$ cat src/rtl/mem_arbiter.sv
// mem_arbiter: arbitrates a CPU (master 0) and a loader (master 1) onto one memory port.
// Build option: define ARB_ROUND_ROBIN_EN to alternate priority on simultaneous requests.
module mem_arbiter (
  input  logic        clk,
  input  logic        resn,

  input  logic        m0_valid,
  output logic        m0_ready,
  input  logic        m0_instr,
  input  logic [3:0]  m0_wstrb,
  input  logic [31:0] m0_wdata,
  input  logic [31:0] m0_addr,
  output logic [31:0] m0_rdata,

  input  logic        m1_valid,
  output logic        m1_ready,
  input  logic        m1_instr,
  input  logic [3:0]  m1_wstrb,
  input  logic [31:0] m1_wdata,
  input  logic [31:0] m1_addr,
  output logic [31:0] m1_rdata,

  output logic        mem_valid,
  input  logic        mem_ready,
  output logic        mem_instr,
  output logic [3:0]  mem_wstrb,
  output logic [31:0] mem_wdata,
  output logic [31:0] mem_addr,
  input  logic [31:0] mem_rdata,

  output logic [1:0]  dbg_state_o
);

  localparam logic [1:0] S_IDLE   = 2'd0;
  localparam logic [1:0] S_GRANT0 = 2'd1;
  localparam logic [1:0] S_GRANT1 = 2'd2;

  logic [1:0] state_q, state_d;
  logic       last_grant_q, last_grant_d;
  logic       m0_wins;

`ifdef ARB_ROUND_ROBIN_EN
  // Master 0 wins a tie only when master 1 was served last.
  assign m0_wins = last_grant_q;
`else
  assign m0_wins = 1'b1;
`endif

  always_comb begin
    state_d      = state_q;
    last_grant_d = last_grant_q;
    case (state_q)
      S_IDLE: begin
        if (m0_valid && m1_valid) state_d = m0_wins ? S_GRANT0 : S_GRANT1;
        else if (m0_valid)        state_d = S_GRANT0;
        else if (m1_valid)        state_d = S_GRANT1;
      end
      S_GRANT0: begin
        // A withdrawn request aborts without crediting the master.
        if (!m0_valid) begin
          state_d = S_IDLE;
        end else if (mem_ready) begin
          state_d      = S_IDLE;
          last_grant_d = 1'b0;
        end
      end
      S_GRANT1: begin
        if (!m1_valid) begin
          state_d = S_IDLE;
        end else if (mem_ready) begin
          state_d      = S_IDLE;
          last_grant_d = 1'b1;
        end
      end
      default: state_d = S_IDLE;
    endcase
  end

  always_ff @(posedge clk or negedge resn) begin
    if (!resn) begin
      state_q      <= S_IDLE;
      last_grant_q <= 1'b1;
    end else begin
      state_q      <= state_d;
      last_grant_q <= last_grant_d;
    end
  end

  // Request fields are a pure mux on the registered state so reset drops them at once.
  always_comb begin
    mem_valid = 1'b0;
    mem_instr = 1'b0;
    mem_wstrb = 4'd0;
    mem_wdata = 32'd0;
    mem_addr  = 32'd0;
    m0_ready  = 1'b0;
    m1_ready  = 1'b0;
    case (state_q)
      S_GRANT0: begin
        mem_valid = m0_valid;
        mem_instr = m0_instr;
        mem_wstrb = m0_wstrb;
        mem_wdata = m0_wdata;
        mem_addr  = m0_addr;
        m0_ready  = mem_ready;
      end
      S_GRANT1: begin
        mem_valid = m1_valid;
        mem_instr = m1_instr;
        mem_wstrb = m1_wstrb;
        mem_wdata = m1_wdata;
        mem_addr  = m1_addr;
        m1_ready  = mem_ready;
      end
      default: ;
    endcase
  end

  assign m0_rdata    = mem_rdata;
  assign m1_rdata    = mem_rdata;
  assign dbg_state_o = state_q;

endmodule
$ cat config.mk
export PLATFORM = sky130hd
export DESIGN_NAME = mem_arbiter
export DESIGN_NICKNAME = d
export VERILOG_FILES = /design/src/rtl/mem_arbiter.sv
export SDC_FILE = /design/constraint.sdc
export NUM_CORES = 1
export LEC_CHECK = 0
export CAP_MARGIN = 5
export CORE_AREA = 2 2 121 123
export CTS_BUF_LIST = sky130_fd_sc_hd__clkbuf_8
export DETAILED_ROUTE_END_ITERATION = 16
export DIE_AREA = 0 0 123 125
export GPL_ROUTABILITY_DRIVEN = 0
export SLEW_MARGIN = 20
export SYNTH_ARGS = -nofsm -noshare
export SYNTH_HDL_FRONTEND = slang
export SYNTH_SLANG_ARGS = --single-unit
export TNS_END_PERCENT = 30
$ cat constraint.sdc
create_clock -name clk -period 2.23 [get_ports clk]
set_clock_uncertainty 0.15 [all_clocks]
set_input_delay 0.5575 -clock clk [delete_from_list [all_inputs] [get_ports clk]]
set_output_delay 0.5575 -clock clk [all_outputs]
set_load 0.02 [all_outputs]
### Yosys cells after proc, flatten, opt, wreduce, memory -nomap -nowiden

Index checks and enable logic that the tools add are counted.

* word-level logic and storage cells: 20
* output and inout port bits: 138
* flip-flop bits (word level): 2

* eq/ne operators: 3
* reductions and logical operators: 2
* muxes and demuxes: 14

Operators by type and width (number)
* case mux 32 bit (2 select lines): 2
* two-way mux 2 bit: 6
* case mux 4 bit (2 select lines): 1
* case mux 2 bit (3 select lines): 1
* inequality test 4 bit (second input constant): 1
* case mux 1 bit (2 select lines): 2
* equality test 2 x 1 -> 1 bit (second input constant): 1
* equality test 2 bit (second input constant): 1
* zero test 2 bit: 1
* two-way mux 1 bit: 2
* logical AND 1 bit: 1

### Depth between registers and ports, before layout

* depth after elaboration: 4
* gate-level depth with buffers: 7
* depth with buffers taken out: 5

### Least setup slack after synthesis

Ideal clock, no wire load.

* path type: register to output
* from: register state_q[0] (netlist: dbg_state_o[0])
* to: output mem_addr[0]
* slack: -0.034 ns
* buffers on the path: 1
* data arrival time: 1.556 ns
* cell stages (with the launch flop): 5
* data required time: 1.522 ns
* path through: dfrtp_1 inv_1 ha_1 clkbuf_1 nor2b_1

* longest elaborated chain between the ends: 2
* elaborated cells between the ends (all ways): 3

RTL lines
* start, declared: RTL line 38 `logic [1:0] state_q, state_d;`
* start signal, assigned: RTL line 84 `state_q <= state_d;`
* equality test 2 bit or equality test 2 x 1 -> 1 bit (tied branches)
* case mux 32 bit (2 select lines) *: RTL line 98 `case (state_q)`
* end, declared: RTL line 28 `output logic [31:0] mem_addr,`

Every way passes the cells marked *; elsewhere a longest branch is shown, timed or not.

### Final worst setup path

* from: register state_q[0] (netlist: dbg_state_o[0])
* to: output mem_wdata[3]

* longest elaborated chain between the ends: 2
* elaborated cells between the ends (all ways): 3

RTL lines
* equality test 2 bit or equality test 2 x 1 -> 1 bit (tied branches)
* case mux 32 bit (2 select lines) *: RTL line 98
* end, declared: RTL line 27 `output logic [31:0] mem_wdata,`

Marks and branches as above.

==> summary.md <==
| Metric | Value |
|---|---|
| Status | complete, but fails checks |
| Failing checks | negative setup slack |
| Max rail drop VDD | 0.323 mV |
| Net Sw Frac | 45.9% |
| Setup crit end kind | output pin |
| Tcrit/Tclk final | 103% |
| Drt first pass iters | 4 |
| Final min period | 2.30 ns |
| Leakage power | 1.53 nW |
| Area of the multi-input gates | 1480 um2 |
| H-Tree Level Count | 1 |
| # DRC | 0 |
| Worst EP arrival | 1.59 ns |
| GR Util All Layers | 10.1% |
| PD cells | 802 nW/um2 |
| Die footprint | 15400 um2 |
| Max-slew headroom | 81.8% |
| Drt total wl | 9130 um |
| Worst setup SP type | register |
| Critical-path cell list | buf_6 -> ha_4 -> buf_12 -> clkbuf_16 -> a22oi_1 -> nor2b_1 -> buf_2 |
| Crit Reg-Reg Endpoint | dbg_state_o[1]$_DFFE_PN0P_ |
| Clock root buffer | clkbuf_8 |
| Net Switching | 0.00155 W |
| Largest net degree at the start of global routing | 42 |
| Worst hold path type | in -> async |
| RR Startpoint | dbg_state_o[1]$_DFFE_PN0P_ |
| Core box area | 14200 um2 |
| Max-cap violation count | 0 |
| Placed Cells | 578 |
| Mapped cell area | 1780 um2 |
| Nets | 590 |
| I/O Pins | 313 |
| Layout cells sized above 1 | 45.3% |
| WL/cell | 15.4 um |
| PortBufs | 216 |
| Fillers | 1509 |
| Max Fclk | 434 MHz |
| Final setup violation count | 57 |
| Worst r2r path cells | 8 |
| Via count | 2454 |
| Comb pwr share | 94.1% |
| Register area | 50.0 um2 |
| Critical-path top delay cell | dfrtp_1 |
| Mean post-synth cell area | 7.16 um2 |
| Worst Path Max Fanout | 9 |
| Cts bufs inserted | 3 |
| DRT iter0 DRCs | 59 |
| Worst Path Required | 1.52 ns |
| Max reg flops | 2 |
| Post-synthesis register bit count | 2 |
| Worst-Margin Slew | 0.272 ns |
| Distinct cells, synth | 19 |
| Avg Vias per Cell | 4.15 |
| Initial antenna violation count | 0 |
| Delay of the slowest critical-path stage | 0.39 ns |
| RSZ-0062 raised after global routing | true |
| Clock Power Share | 4.2% |
| Diode count | 0 |
| CTS tree | yes |
| Design Power | 0.00338 W |
| Post-DP HPWL | 6510 um |
| Area growth from synthesis to layout | 137% |
| Global-route wire length before repair | 12500 um |
| Remaining Overflow, GRT | 0 |
| Clock sink count | 2 |
| CTS Buffer Depth | 2 |
| CP startpoint | dbg_state_o[0]$_DFFE_PN0P_ |
| Final Hold Fails | 0 |
| Die Y | 125 um |
| Setup Crit Path Kind | reg -> out |
| FF-to-FF setup slack | 0.44 ns |
| Final WS setup | -0.0717 ns |
| Max Slew Vio Count | 0 |
| Sequential share of power | 1.7% |
| Routed Antenna Nets | 0 |
| Site Rows | 44 |
| Int Power | 0.00183 W |
| Layout Utilization | 29.7% |
| Initial Utilization | 12.5% |
| Clock-pin slew on the worst setup and hold paths | 0.03 ns |
| Mapped Cells | 249 |
| Syn nets | 429 |
| Sequential area share after synthesis | 2.81% |
| Worst-Skew Late Latency | 0.21 ns |
| Yosys Warn Count | 0 |
| Die X | 123 um |
| Post-Layout Cell Count | 592 |
| Vias in the first global route | 2533 |
==> layout by cell type, fill, tap and decap left out, drive strengths merged <==
| cell | n |
|---|---|
| nor2b | 71 |
| clkdlybuf4s50 | 144 |
| dfrtp | 2 |
| nand3 | 1 |
| and2 | 2 |
| nor2 | 1 |
| nand4bb | 1 |
| ha | 5 |
| nand2b | 1 |
| o32a | 1 |
| clkbuf | 8 |
| inv | 2 |
| buf | 94 |
| nor3b | 1 |
| a22oi | 71 |
| o21ai | 3 |
==> per-layer routing <==
metal  wire, um  vias up  track usage (%)
met3        805       21             2.60
met1       3220     1153             9.84
met2       4980      141             20.1
li1           -     1139                -
met4        129        0             3.01
met5          0        -                0
==> power by group through the flow <==
stage          Combinational (W)  Clock (W)  Sequential, W
6_report                 0.00318   0.000141      0.0000574
3_3_place_gp             0.00263          0      0.0000543
3_5_place_dp             0.00266          0      0.0000549
5_1_grt                  0.00338   0.000150      0.0000577
2_1_floorplan            0.00160          0      0.0000747
4_1_cts                  0.00275   0.000146      0.0000564
==> cells in the mapped netlist <==
cell	n	area share, %
a22oi_1	70	29
a22oi_2	1	0.70
and2_1	2	0.70
buf_2	12	3.4
buf_4	65	27
buf_6	3	1.9
clkbuf_1	7	1.5
dfrtp_1	2	2.8
ha_1	5	3.5
inv_1	2	0.42
nand2b_1	1	0.35
nand3_1	1	0.28
nand4bb_1	1	0.63
nor2_1	1	0.21
nor2b_1	71	25
nor3b_1	1	0.42
o21ai_0	1	0.28
o21ai_1	2	0.56
o32a_1	1	0.56
==> worst max-delay path: cells and delay by family (launching register included) <==
family | cells | cell delay, ns
buf+inv | 4 | 0.58
fa+ha+maj | 1 | 0.17
flops | 1 | 0.39
compound gates | 1 | 0.17
simple gates | 1 | 0.07
==> cell families (layout without fill, tap and decap cells) <==
family,count (synthesis),after routing,synth area share [%]
flip-flops,2,2,2.81
AO/OA/AOI/OAI,75,75,31.6
buffers and inverters,89,248,34.6
AND/OR/NAND/NOR,78,78,27.5
adder cells (fa/ha/maj),5,5,3.51
==> stage by stage <==
step                setup slack [ns]  hold slack [ns]  setup TNS [ns]  instance area (um2)
finish                       -0.0717            0.363           -1.71                 4220
floorplan                    -0.0338            0.112           -1.65                 1830
global route                  -0.114            0.379           -4.80                 4220
detailed placement            -0.428            0.552          -23.63                 3810
global placement              -0.436            0.537          -22.67                 3810
CTS                           -0.116            0.359           -1.67                 3800
==> worst max-delay path by stage <==
stage	end	slack [ns]	cells after the start
after global routing	mem_wdata[31]	-0.11	7
after CTS	mem_addr[25]	-0.12	6
after global placement	mem_addr[3]	-0.44	4
final	mem_wdata[3]	-0.07	7
after detailed placement	mem_addr[3]	-0.43	4
after floorplan	mem_addr[29]	-0.03	4
==> final cells by class <==
class                           instances  area share [%]
Clock buffer                            3           0.980
Inverter                                2           0.178
Multi-Input combinational cell        158            35.1
Sequential cell                         2            1.19
Tap cell                              184            5.46
Timing Repair Buffer                  243            57.0
==> timing repair <==
item	CTS	global route
pin swaps	4	33
cloned	2	4
hold buffers	0	0
gates resized for setup	323	102
setup buffers	4	2
endpoints found under the hold margin	0	0
setup endpoints to repair	72	71
No activity file was read; power rests on OpenSTA's default activity.
